[src/rtl/uart_rx_fifo.sv]
// UART receive FIFO: stores received characters with first-word fall-through
// read data, a sticky overrun flag, hysteretic RTS flow control and an
// optional fill-level interrupt enabled by the macro UART_RX_FIFO_THRESH_EN.
//
// Handshake: a write happens on rx_done_i when there is room, or when the
// FIFO is full but a read is accepted in the same cycle. A read happens on
// rd_en_i when the FIFO is not empty. rd_data_o always shows the head entry,
// or 0 when empty. The RTS machine has exactly two states, so rts_n_o is the
// state register itself and doubles as the visible state.
module uart_rx_fifo #(
  parameter int DATA_WIDTH = 8,
  parameter int DEPTH      = 16
) (
  input  logic                      clk,
  input  logic                      rst,
  input  logic                      rx_done_i,
  input  logic [31:0]               rx_data_i,
  input  logic                      rd_en_i,
  input  logic                      flush_i,
  input  logic                      clr_overrun_i,
  input  logic [$clog2(DEPTH):0]    thresh_i,
  output logic [DATA_WIDTH-1:0]     rd_data_o,
  output logic [$clog2(DEPTH):0]    count_o,
  output logic                      empty_o,
  output logic                      full_o,
  output logic                      overrun_o,
  output logic                      rts_n_o,
  output logic                      thresh_irq_o
);

  localparam int AW = $clog2(DEPTH);
  localparam int CW = AW + 1;
  localparam logic [CW-1:0] DEPTH_C    = CW'(DEPTH);
  localparam logic [CW-1:0] STOP_LVL   = CW'(DEPTH - 2);
  localparam logic [CW-1:0] RESUME_LVL = CW'(DEPTH / 2);

  typedef enum logic {
    RTS_ASSERTED = 1'b0,
    RTS_STOPPED  = 1'b1
  } rts_state_e;

  logic [DATA_WIDTH-1:0] mem_q [DEPTH];
  logic [AW-1:0]         wr_ptr_q, wr_ptr_d;
  logic [AW-1:0]         rd_ptr_q, rd_ptr_d;
  logic [CW-1:0]         count_q, count_d;
  logic                  overrun_q, overrun_d;
  rts_state_e            rts_state_q, rts_state_d;
  logic                  full, empty;
  logic                  rd_ok, wr_ok, drop;

  // Upper character bits are not stored.
  logic unused_rx;
  assign unused_rx = ^rx_data_i;

  assign empty = (count_q == '0);
  assign full  = (count_q == DEPTH_C);
  assign rd_ok = rd_en_i && !empty;
  assign wr_ok = rx_done_i && (!full || rd_ok);
  assign drop  = rx_done_i && full && !rd_ok;

  // Next-state for pointers, count and overrun; flush overrides read/write.
  always_comb begin
    wr_ptr_d  = wr_ptr_q;
    rd_ptr_d  = rd_ptr_q;
    count_d   = count_q;
    overrun_d = overrun_q;
    if (flush_i) begin
      wr_ptr_d = '0;
      rd_ptr_d = '0;
      count_d  = '0;
    end else begin
      if (wr_ok) wr_ptr_d = wr_ptr_q + AW'(1);
      if (rd_ok) rd_ptr_d = rd_ptr_q + AW'(1);
      if (wr_ok && !rd_ok) count_d = count_q + CW'(1);
      else if (rd_ok && !wr_ok) count_d = count_q - CW'(1);
    end
    if (drop && !flush_i) overrun_d = 1'b1;
    else if (clr_overrun_i) overrun_d = 1'b0;
  end

  // RTS hysteresis: stop near full, resume once drained to half.
  always_comb begin
    rts_state_d = rts_state_q;
    case (rts_state_q)
      RTS_ASSERTED: if (count_d >= STOP_LVL)   rts_state_d = RTS_STOPPED;
      RTS_STOPPED:  if (count_d <= RESUME_LVL) rts_state_d = RTS_ASSERTED;
      default:      rts_state_d = RTS_ASSERTED;
    endcase
  end

  // Control state registers with asynchronous clear.
  always_ff @(posedge clk or posedge rst) begin
    if (rst) begin
      wr_ptr_q    <= '0;
      rd_ptr_q    <= '0;
      count_q     <= '0;
      overrun_q   <= 1'b0;
      rts_state_q <= RTS_ASSERTED;
    end else begin
      wr_ptr_q    <= wr_ptr_d;
      rd_ptr_q    <= rd_ptr_d;
      count_q     <= count_d;
      overrun_q   <= overrun_d;
      rts_state_q <= rts_state_d;
    end
  end

  // Character storage; contents are don't-care until written.
  always_ff @(posedge clk) begin
    if (wr_ok && !flush_i) mem_q[wr_ptr_q] <= rx_data_i[DATA_WIDTH-1:0];
  end

`ifdef UART_RX_FIFO_THRESH_EN
  logic thresh_irq_q;

  // Fill-level interrupt tracks the count being loaded this cycle.
  always_ff @(posedge clk or posedge rst) begin
    if (rst) thresh_irq_q <= 1'b0;
    else     thresh_irq_q <= (count_d >= thresh_i) && (thresh_i != '0);
  end

  assign thresh_irq_o = thresh_irq_q;
`else
  logic unused_thresh;
  assign unused_thresh = ^thresh_i;
  assign thresh_irq_o  = 1'b0;
`endif

  assign rd_data_o = empty ? '0 : mem_q[rd_ptr_q];
  assign count_o   = count_q;
  assign empty_o   = empty;
  assign full_o    = full;
  assign overrun_o = overrun_q;
  assign rts_n_o   = (rts_state_q == RTS_STOPPED);

endmodule

[config.mk]
export PLATFORM = sky130hd
export DESIGN_NAME = uart_rx_fifo
export DESIGN_NICKNAME = d
export VERILOG_FILES = /design/src/rtl/uart_rx_fifo.sv
export SDC_FILE = /design/constraint.sdc
export NUM_CORES = 1
export LEC_CHECK = 0
export BUFFER_PORTS_ARGS = -buffer_cell sky130_fd_sc_hd__buf_4
export CAP_MARGIN = 20
export CORE_MARGIN = 4
export CORE_UTILIZATION = 45
export DETAILED_ROUTE_END_ITERATION = 7
export GPL_TIMING_DRIVEN = 1
export PLACE_DENSITY = 0.67
export SYNTH_ARGS = -nofsm -noshare
export SYNTH_HDL_FRONTEND = slang
export SYNTH_SLANG_ARGS = --single-unit
export TNS_END_PERCENT = 1
[constraint.sdc]
create_clock -name clk -period 5.35 [get_ports clk]
set_clock_uncertainty 0.1 [all_clocks]
set_input_delay 0.535 -clock clk [delete_from_list [all_inputs] [get_ports clk]]
set_output_delay 0.535 -clock clk [all_outputs]
set_load 0.01 [all_outputs]
## Word-level counts from Yosys, hierarchy flattened

Memories as Yosys holds them, arrays and structs flattened.
Index checks and enable logic that the tools add are counted.

| storage, ports and cells | value |
|---|---|
| flip-flop bits (word level) | 15 |
| bits in writable memories | 128 |
| input bits | 43 |
| output and inout bits | 18 |
| logic and storage cells | 47 |
| memories | 1 |

| operators by class | value |
|---|---|
| add/subtract/negate cells | 4 |
| magnitude comparators | 2 |
| equality and inequality tests | 1 |
| multiplexer cells | 15 |
| bitwise gates (word level) | 1 |
| reduce and logical (&&, ||, !) cells | 18 |

Memories:

| memory | words | width | rd ports | clocked after memory_dff | wr ports | line | RTL |
|---|---|---|---|---|---|---|---|
| mem_q | 16 | 8 | 1 | 0 | 1 | 42 | `logic [DATA_WIDTH-1:0] mem_q [DEPTH];` |

Operator list:

| operator | number |
|---|---|
| 4-bit 2-to-1 mux | 4 |
| 5-bit 2-to-1 mux | 3 |
| 4-bit by 1-bit adder with 4-bit output, second input constant | 2 |
| 1-bit logical AND | 8 |
| 8-bit 2-to-1 mux | 1 |
| 1-bit 2-to-1 mux | 6 |
| 2-bit nonzero test | 3 |
| 5-bit by 1-bit adder with 5-bit output, second input constant | 1 |
| 5-bit == test, second input constant | 1 |
| 5-bit by 4-bit greater-or-equal comparator with 1-bit output, second input constant | 1 |
| 5-bit by 4-bit <= comparator with 1-bit output, second input constant | 1 |
| 1-bit zero test | 5 |
| 5-bit zero test | 1 |
| 5-bit by 1-bit subtractor with 5-bit output, second input constant | 1 |
| 1-bit one-hot mux with 2 select lines | 1 |
| 1-bit logical OR | 1 |
| 1-bit NOT | 1 |

## Longest topological paths before layout

Gate-level depths: netlist of the first run.

| logic depth | value |
|---|---|
| depth after elaboration | 13 |
| mapped depth | 8 |
| depth with buffers taken out | 8 |

## Worst setup path before layout of the first run

Ideal clock, no wire load.

| path | value |
|---|---|
| path kind | reg-to-reg |
| start | register count_q[0], in the netlist count_o[0] |
| end | memory mem_q[0][0] (enable) |
| library setup time | 0.383 ns |
| data arrival time | 2.104 ns |
| required time | 4.867 ns |
| setup slack | 2.763 ns |
| stages on the path, launching flop included | 7 |
| path buffers | 0 |
| period minus slack after synthesis | 2.587 ns |
| cells stage by stage | dfrtp_1 -> inv_1 -> ha_1 -> nor3b_1 -> a211oi_1 -> nand2_1 -> nor3_1 |

| between the ends | value |
|---|---|
| cells in the longest elaborated chain, start to end | 8 |
| elaborated cells on any way between the ends | 10 |
| classes of those cells | 1 x eq/ne; 2 x mux; 7 x reduce/logical |

RTL lines:

| what | line | RTL |
|---|---|---|
| start: declaration | 45 | `logic [CW-1:0] count_q, count_d;` |
| start signal: assignment | 102 | `count_q <= count_d;` |
| 5-bit zero test | 55 | `assign empty = (count_q == '0);` |
| 1-bit zero test | 57 | `assign rd_ok = rd_en_i && !empty;` |
| 1-bit logical AND | 57 |  |
| 1-bit logical OR (*) | 58 | `assign wr_ok = rx_done_i && (!full \|\| rd_ok);` |
| 1-bit logical AND (*) | 58 |  |
| 1-bit logical AND (*) | 110 | `if (wr_ok && !flush_i) mem_q[wr_ptr_q] <= rx_data_i[DATA_WIDTH-1:0];` |
| 1-bit 2-to-1 mux (*) | 110 |  |
| 1-bit 2-to-1 mux (implied by the code) (*) | 110 |  |
| end: declaration | 42 |  |

Every way passes the cells marked *; elsewhere a longest branch is shown, timed or not.

## Final worst setup path of the first run

| path | value |
|---|---|
| start | register rd_ptr_q[0] |
| end | output port rd_data_o[1] |

| between the ends | value |
|---|---|
| cells in the longest elaborated chain, start to end | 2 |

RTL lines:

| what | line | RTL |
|---|---|---|
| start: declaration | 44 | `logic [AW-1:0] rd_ptr_q, rd_ptr_d;` |
| start signal: assignment | 101 | `rd_ptr_q <= rd_ptr_d;` |
| memory read 16 x 8 bit | -- |  |
| 8-bit 2-to-1 mux | 129 | `assign rd_data_o = empty ? '0 : mem_q[rd_ptr_q];` |
| end: declaration | 22 | `output logic [DATA_WIDTH-1:0] rd_data_o,` |

No other way between the ends.

==> qor.yml, run 1 <==
run_status: "finished clean"
grt-ovfl-total: 0
yosys_warnings: 0
grt_max_degree: 29
cts_max_path_buffers: 2
clkPwrFrac: 0.355
netSwitchingPower_mw: 0.8185
synth.ff_latch_count: 143
num_antenna_cells: 0
detail_route.wl_per_cell_um: 20.51
critical_path_arrival_ns: 3.13
syn-instance-count: 321
finalCriticalPeriod_ns: 3.763
synth_fp_nets: 371
critPathRequiredTime_ns: 4.72
slew-limit-headroom: 0.4016
maxSlewViolCount: 0
sw_frac_of_total: 0.2630
h-tree-depth: 4
worst_ir_drop_vdd_uv: 189.4
synth.top_cells.by_area: "edfxtp_1, mux4_2, mux4_1"
internal-power_mw: 2.294
cts_hold_buf: 0
grt_first_pass_wirelength_um: 17980
share_comb_of_total_power: 0.219
gp_routability_congestion: 0.7869
critPathCapture: "rd_data_o[1]"
drt_first_iter_violations: 222
ant_nets: 0
pwr-share-seq: 0.425
die_w_um: 124.4
drcViolationCount: 0
antenna_found_initial: 0
first_global_vias: 3181
vias: 3013
worstSetupEndpointType: "primary output"
timing_worst_setup_path_type: "reg2out"
hold_viol: 0
drtPass1Iterations: 4
clkTransAtPathRegs_ns: 0.06
grt_setup_unrepaired: "false"
drv.max_cap_violation_count: 0
synth_top_area_cell: "edfxtp_1"
timing_worst_slew_pin_value_ns: 0.8928
number_of_enable_flip_flop_cells_after_synthesis: 128
sequential_cell_area_mm2: 0.004220
port-buffer-count: 30
routed_wl_um: 11120
root_buffer: "clkbuf_16"
nNetsFinal: 403
reg2reg_from: "count_o[0]"
postCtsSetupRepairBufs: 0
fp.coreArea_mm2: 0.01324
critical_path.max_fanout: 24
synthDistinctLibCells: 50
yosys_most_used_dff: "edfxtp_1"
worst_setup_path_start_kind: "register"
fillCellCount: 1063
clock_latency_ns: 0.41
die_y_um: 124.4
static-leakage-power_nw: 2.355
synth_top_area_share: 0.6302
multiInputGateArea_mm2: 0.001715
power.density_mw_per_mm2: 445.4
share_of_post_route_cells_with_drive_strength_above_1: 0.2623
grt_util_all_layers: 0.1540
worst_slack_ns: 1.587
clkSinkCount: 143
synth_sequential_area_ratio: 0.6917
synth_area_per_cell_um2: 19.00
cts_tree: "built"
post_drt_via_cell_ratio: 5.559
num_rows: 42
start_util: 0.4606
floorplan.die_area_mm2: 0.01548
async_reset_ff_frac: 0.1049
cts_made_buffers: 17
ff2ff_setup_slack_ns: 2.41
finalSetupViolCount: 0
place_hpwl_um: 7302
placement.setup.worst_slack_ns: 1.962
fin_setup_tns_ns: 0
setup.worst_path.start: "rd_ptr_q[0]"
pin_count: 61
area_growth_syn_to_layout_pct: 14.54
final_min_period_over_clock_period: 0.7033
max_freq_mhz: 265.8
synthesis.area_mm2: 0.006100
worstHoldPathType: "in2async"
ff2ff_path_depth: 6
postCtsResizedCells: 0
worstReg2RegEnd: "mem_q[0][4]"
==> worst min-delay path by stage <==
stage	start	endpoint	slack, ns	cells past startpoint
finish	rst	overrun_o	0.09	2
global route	rst	overrun_o	0.14	2
global placement	overrun_o	overrun_o	0.43	2
floorplan	rst	count_o[0]	0.34	1
CTS	rst	overrun_o	0.10	2
detailed placement	overrun_o	overrun_o	0.43	2
==> critical path, stage by stage, from the launching register on <==
cell and delay, ns:
dfrtp_2 0.84, buf_4 0.38, mux4_1 0.66, mux4_2 0.49, and2_1 0.19, buf_4 0.14
==> routing by layer <==
layer	global-route usage	share of wire	vias to the layer above
met5	0	0	-
met4	0.06190	0.011	0
met3	0.03302	0.047	8
met2	0.2481	0.51	75
met1	0.2057	0.43	1570
li1	-	-	1360
==> metrics by stage <==
stage | cell area, µm² | std cells | total power [mW] | util | hold slack (ns)
3_3_place_gp | 6430 | 510 | 2.019 | 0.4855 | 0.4270
2_1_floorplan | 6100 | 321 | 1.850 | - | 0.3365
6_report | 6987 | 542 | 3.112 | 0.5276 | 0.08955
5_1_grt | 6987 | 542 | 3.254 | 0.5276 | 0.1382
4_1_cts | 6987 | 542 | 3.141 | 0.5276 | 0.1015
3_5_place_dp | 6430 | 510 | 2.036 | 0.4855 | 0.4341
==> area by class of cell <==
type	instances	area share
clock buffer	21	0.06304
clock inverter	11	0.01665
inverter	9	0.004835
multi-input combinational	150	0.2455
sequential	143	0.6040
tap	176	0.03152
timing repair buffer	32	0.03438
==> Yosys cell counts (all sizes together), types with 3 or more instances <==
cell and count:
edfxtp 128, mux4 40, nor2 21, dfrtp 15, nand2 14, buf 13, and2 9, inv 9
ha 7, clkbuf 6, nand3 6, nor3 5, a31oi 4, xor2 4, a21oi 3, nand2b 3
nor2b 3, xnor2 3
==> power groups by stage <==
stage / logic [mW] / clock network (mW) / registers, mW
2_1_floorplan: 0.558 / 0 / 1.29
3_3_place_gp: 0.672 / 0 / 1.35
3_5_place_dp: 0.686 / 0 / 1.35
4_1_cts: 0.689 / 1.12 / 1.33
5_1_grt: 0.738 / 1.18 / 1.33
6_report: 0.683 / 1.11 / 1.32
==> state kept, by name, summed over array words and instances (netlist names) <==
| register | flops |
|---|---|
| count_o | 5 |
| mem_q | 128 |
| overrun_o | 1 |
| rd_ptr_q | 4 |
| rts_n_o | 1 |
| wr_ptr_q | 4 |
==> cell families after synthesis <==
logic type,Yosys count,share of synthesized area
AOI/OAI and AO/OA,23,0.03138
xor gates and xnor gates,7,0.01005
adders and majority gates,7,0.01436
buffers and inverters,28,0.03036
DFF,143,0.6917
muxes,42,0.1623
other,1,0.0006148
and+or+nand+nor,70,0.05928
==> cell usage in the layout (no fill, tap or decap), drive strengths merged, types with 4 or more instances in the layout <==
cell type  instances
ha                 7
nor3               5
inv               10
buf               32
nor2              21
edfxtp           128
clkinvlp           4
mux4              40
xor2               4
clkinv             4
dfrtp             15
a31oi              4
nand2             14
nand3              6
and2               9
clkbuf            21
Power figures use the tool's default switching activity.
==> run 2, diff against run 1 <==
PLACE_DENSITY = 0.69   (was 0.67)
clock period = 3.05 ns   (was 5.35 ns; I/O delays follow)
==> run 2 against run 1 <==
Against the previous run: wire length increased by 4.6%; cell count increased by 3.5%; die area unchanged; non-clock buffer count increased by 19.
==> qor.yml, run 2 (synthesis gave the netlist of run 1 again) <==
h-tree-depth: 4  # unchanged
power.density_mw_per_mm2: 795.4  # was 445.4 mW/mm²
run_status: "finished clean"  # unchanged
postCtsSetupRepairBufs: 0  # unchanged
timing.hold.worst_endpoint: "wr_ptr_q[0]"
maxSlewViolCount: 0  # unchanged
timing_worst_slew_pin_value_ns: 0.5943  # was 0.8928 ns
max_ffs_per_register: 128  # unchanged
final_min_period_over_clock_period: 0.9618
fin_setup_tns_ns: 0  # unchanged
ff2ff_setup_slack_ns: 0.34  # was 2.41 ns
fp.coreArea_mm2: 0.01324  # unchanged
num_antenna_cells: 0  # unchanged
grt.met2_usage: 0.2433  # was 0.2481
timing_worst_setup_path_type: "reg2out"  # unchanged
floorplan.die_area_mm2: 0.01548  # unchanged
drt_first_iter_violations: 252  # was 222
internal-power_mw: 4.193  # was 2.294 mW
place_hpwl_um: 7162  # was 7302 µm
grt_util_all_layers: 0.1530  # was 0.1540
grt_busiest_layer: "met2"  # unchanged
critical_path.max_fanout: 18  # was 24
worstSetupEndpointType: "primary output"  # unchanged
clkPwrFrac: 0.368  # was 0.355
area_growth_syn_to_layout_pct: 18.19  # was 14.54%
cts_made_buffers: 17  # unchanged
global_route.usage.met3: 0.03688  # was 0.03302
first_global_vias: 3120  # was 3181
vias: 3084  # was 3013
post_dp_cell_area_mm2: 0.006555  # was 0.006430 mm²
critPathRequiredTime_ns: 2.64  # was 4.72 ns
worst_setup_path_start_kind: "register"  # unchanged
ff2ff_path_depth: 7  # was 6
finalCriticalPeriod_ns: 2.934
max_freq_mhz: 340.9
worst_ir_drop_vdd_uv: 391.3  # was 189.4 µV
clock_latency_ns: 0.42  # was 0.41 ns
antenna_found_initial: 0  # unchanged
grt_max_degree: 36  # was 29
routed_wl_um: 11630  # was 11120 µm
slew-limit-headroom: 0.6038  # was 0.4016
drtPass1Iterations: 5  # was 4
drcViolationCount: 0  # unchanged
netSwitchingPower_mw: 1.541  # was 0.8185 mW
mostFrequentLayoutCell: "edfxtp_1"  # unchanged
static-leakage-power_nw: 2.483  # was 2.355 nW
most-common-layout-cells: "edfxtp_1, buf_4, mux4_2, nor2_1, clkbuf_16"  # was edfxtp_1, buf_4, mux4_2, nor2_1
die_y_um: 124.4  # unchanged
global_route.usage.met1: 0.2042  # was 0.2057
share_comb_of_total_power: 0.239  # was 0.219
worstHoldPathType: "in2reg"  # was in2async
sw_frac_of_total: 0.2687  # was 0.2630
start_util: 0.4606  # unchanged
finalSetupViolCount: 0  # unchanged
hp-start: "flush_i"
port-buffer-count: 30  # unchanged
cts_tree: "built"  # unchanged
clkTransAtPathRegs_ns: 0.06  # about the same
gp_routability_congestion: 0.8579  # was 0.7869
post_route_standard_cell_area_excluding_fillers_mm2: 0.007209  # was 0.006987 mm²
critical_path_arrival_ns: 2.53  # was 3.13 ns
share_of_post_route_cells_with_drive_strength_above_1: 0.2935  # was 0.2623
grt_first_pass_wirelength_um: 17760  # was 17980 µm
most_flops_register: "mem_q"  # unchanged
grt-ovfl-total: 0  # unchanged
die_w_um: 124.4  # unchanged
num_rows: 42  # unchanged
drv.max_cap_violation_count: 0  # unchanged
clkSinkCount: 143  # unchanged
pin_count: 61  # unchanged
reg2reg_from: "count_o[0]"  # unchanged
pwr-share-seq: 0.393  # was 0.425
root_buffer: "clkbuf_16"  # unchanged
hold_path_cell_cnt: 2
nNetsFinal: 422  # was 403
detail_route.wl_per_cell_um: 20.73  # was 20.51 µm
worstReg2RegEnd: "mem_q[0][4]"  # unchanged
hold_viol: 0  # unchanged
cts_max_path_buffers: 2  # unchanged
post_drt_via_cell_ratio: 5.497  # was 5.559
grt_setup_unrepaired: "false"  # unchanged
ant_nets: 0  # unchanged
hold_ws_ns: 0.08883  # was 0.08955 ns
run 2: worst max path at each step:
stage                      startpoint           end  slack (ns)
after floorplan            count_o[0]   mem_q[0][0]        0.46
after global placement    rd_ptr_q[0]  rd_data_o[0]        0.55
after detailed placement   count_o[0]   mem_q[0][6]        0.44
after CTS                 rd_ptr_q[0]  rd_data_o[1]        0.05
after global routing      rd_ptr_q[0]  rd_data_o[1]        0.05
final                     rd_ptr_q[0]  rd_data_o[1]        0.12
run 2: what timing repair did:
| item | 4_1_cts | 5_1_grt |
|---|---|---|
| endpoints found under the hold margin | 16 | 0 |
| gates resized for setup | 0 | 0 |
| setup endpoints to repair | 0 | 1 |
| hold buffers | 2 | 0 |
run 2: worst max-delay path: stages, from the launching register on:
cell     delay (ns)
dfrtp_2        0.42
buf_12         0.20
mux4_1         0.64
mux4_2         0.49
and2_1         0.20
buf_4          0.15
run 2: layout make-up:
type | instances | area (µm²)
clock buffer | 19 | 432.9
inverter | 9 | 33.78
sequential | 143 | 4220
multi-input combinational | 150 | 1695
tap | 176 | 220.2
fill | 1023 | 6033
timing repair buffer | 51 | 430.4
clock inverter | 13 | 176.4
run 2: power by group through the flow:
stage                     clock (mW)  sequential [mW]  combinational [mW]
after detailed placement           0             2.28                1.32
after floorplan                    0             2.27               0.979
final                           2.11             2.25                1.37
after global placement             0             2.28                1.30
after global routing            2.23             2.26                1.48
after CTS                       2.15             2.24                1.34
run 2: layer usage:
layer,vias to the layer above,part of all wire
met3,20,0.045
met4,0,0.022
met5,-,0
met1,1585,0.43
met2,78,0.51
li1,1401,-
run 2: metrics by stage:
step	worst slack [ns]	std cells	power, mW	utilization
final	0.1164	561	5.734	0.5444
after global routing	0.05195	561	5.969	0.5444
after CTS	0.04733	560	5.730	0.5425
after detailed placement	0.4395	526	3.606	0.4950
after global placement	0.5509	526	3.579	0.4950
after floorplan	0.4627	321	3.245	-
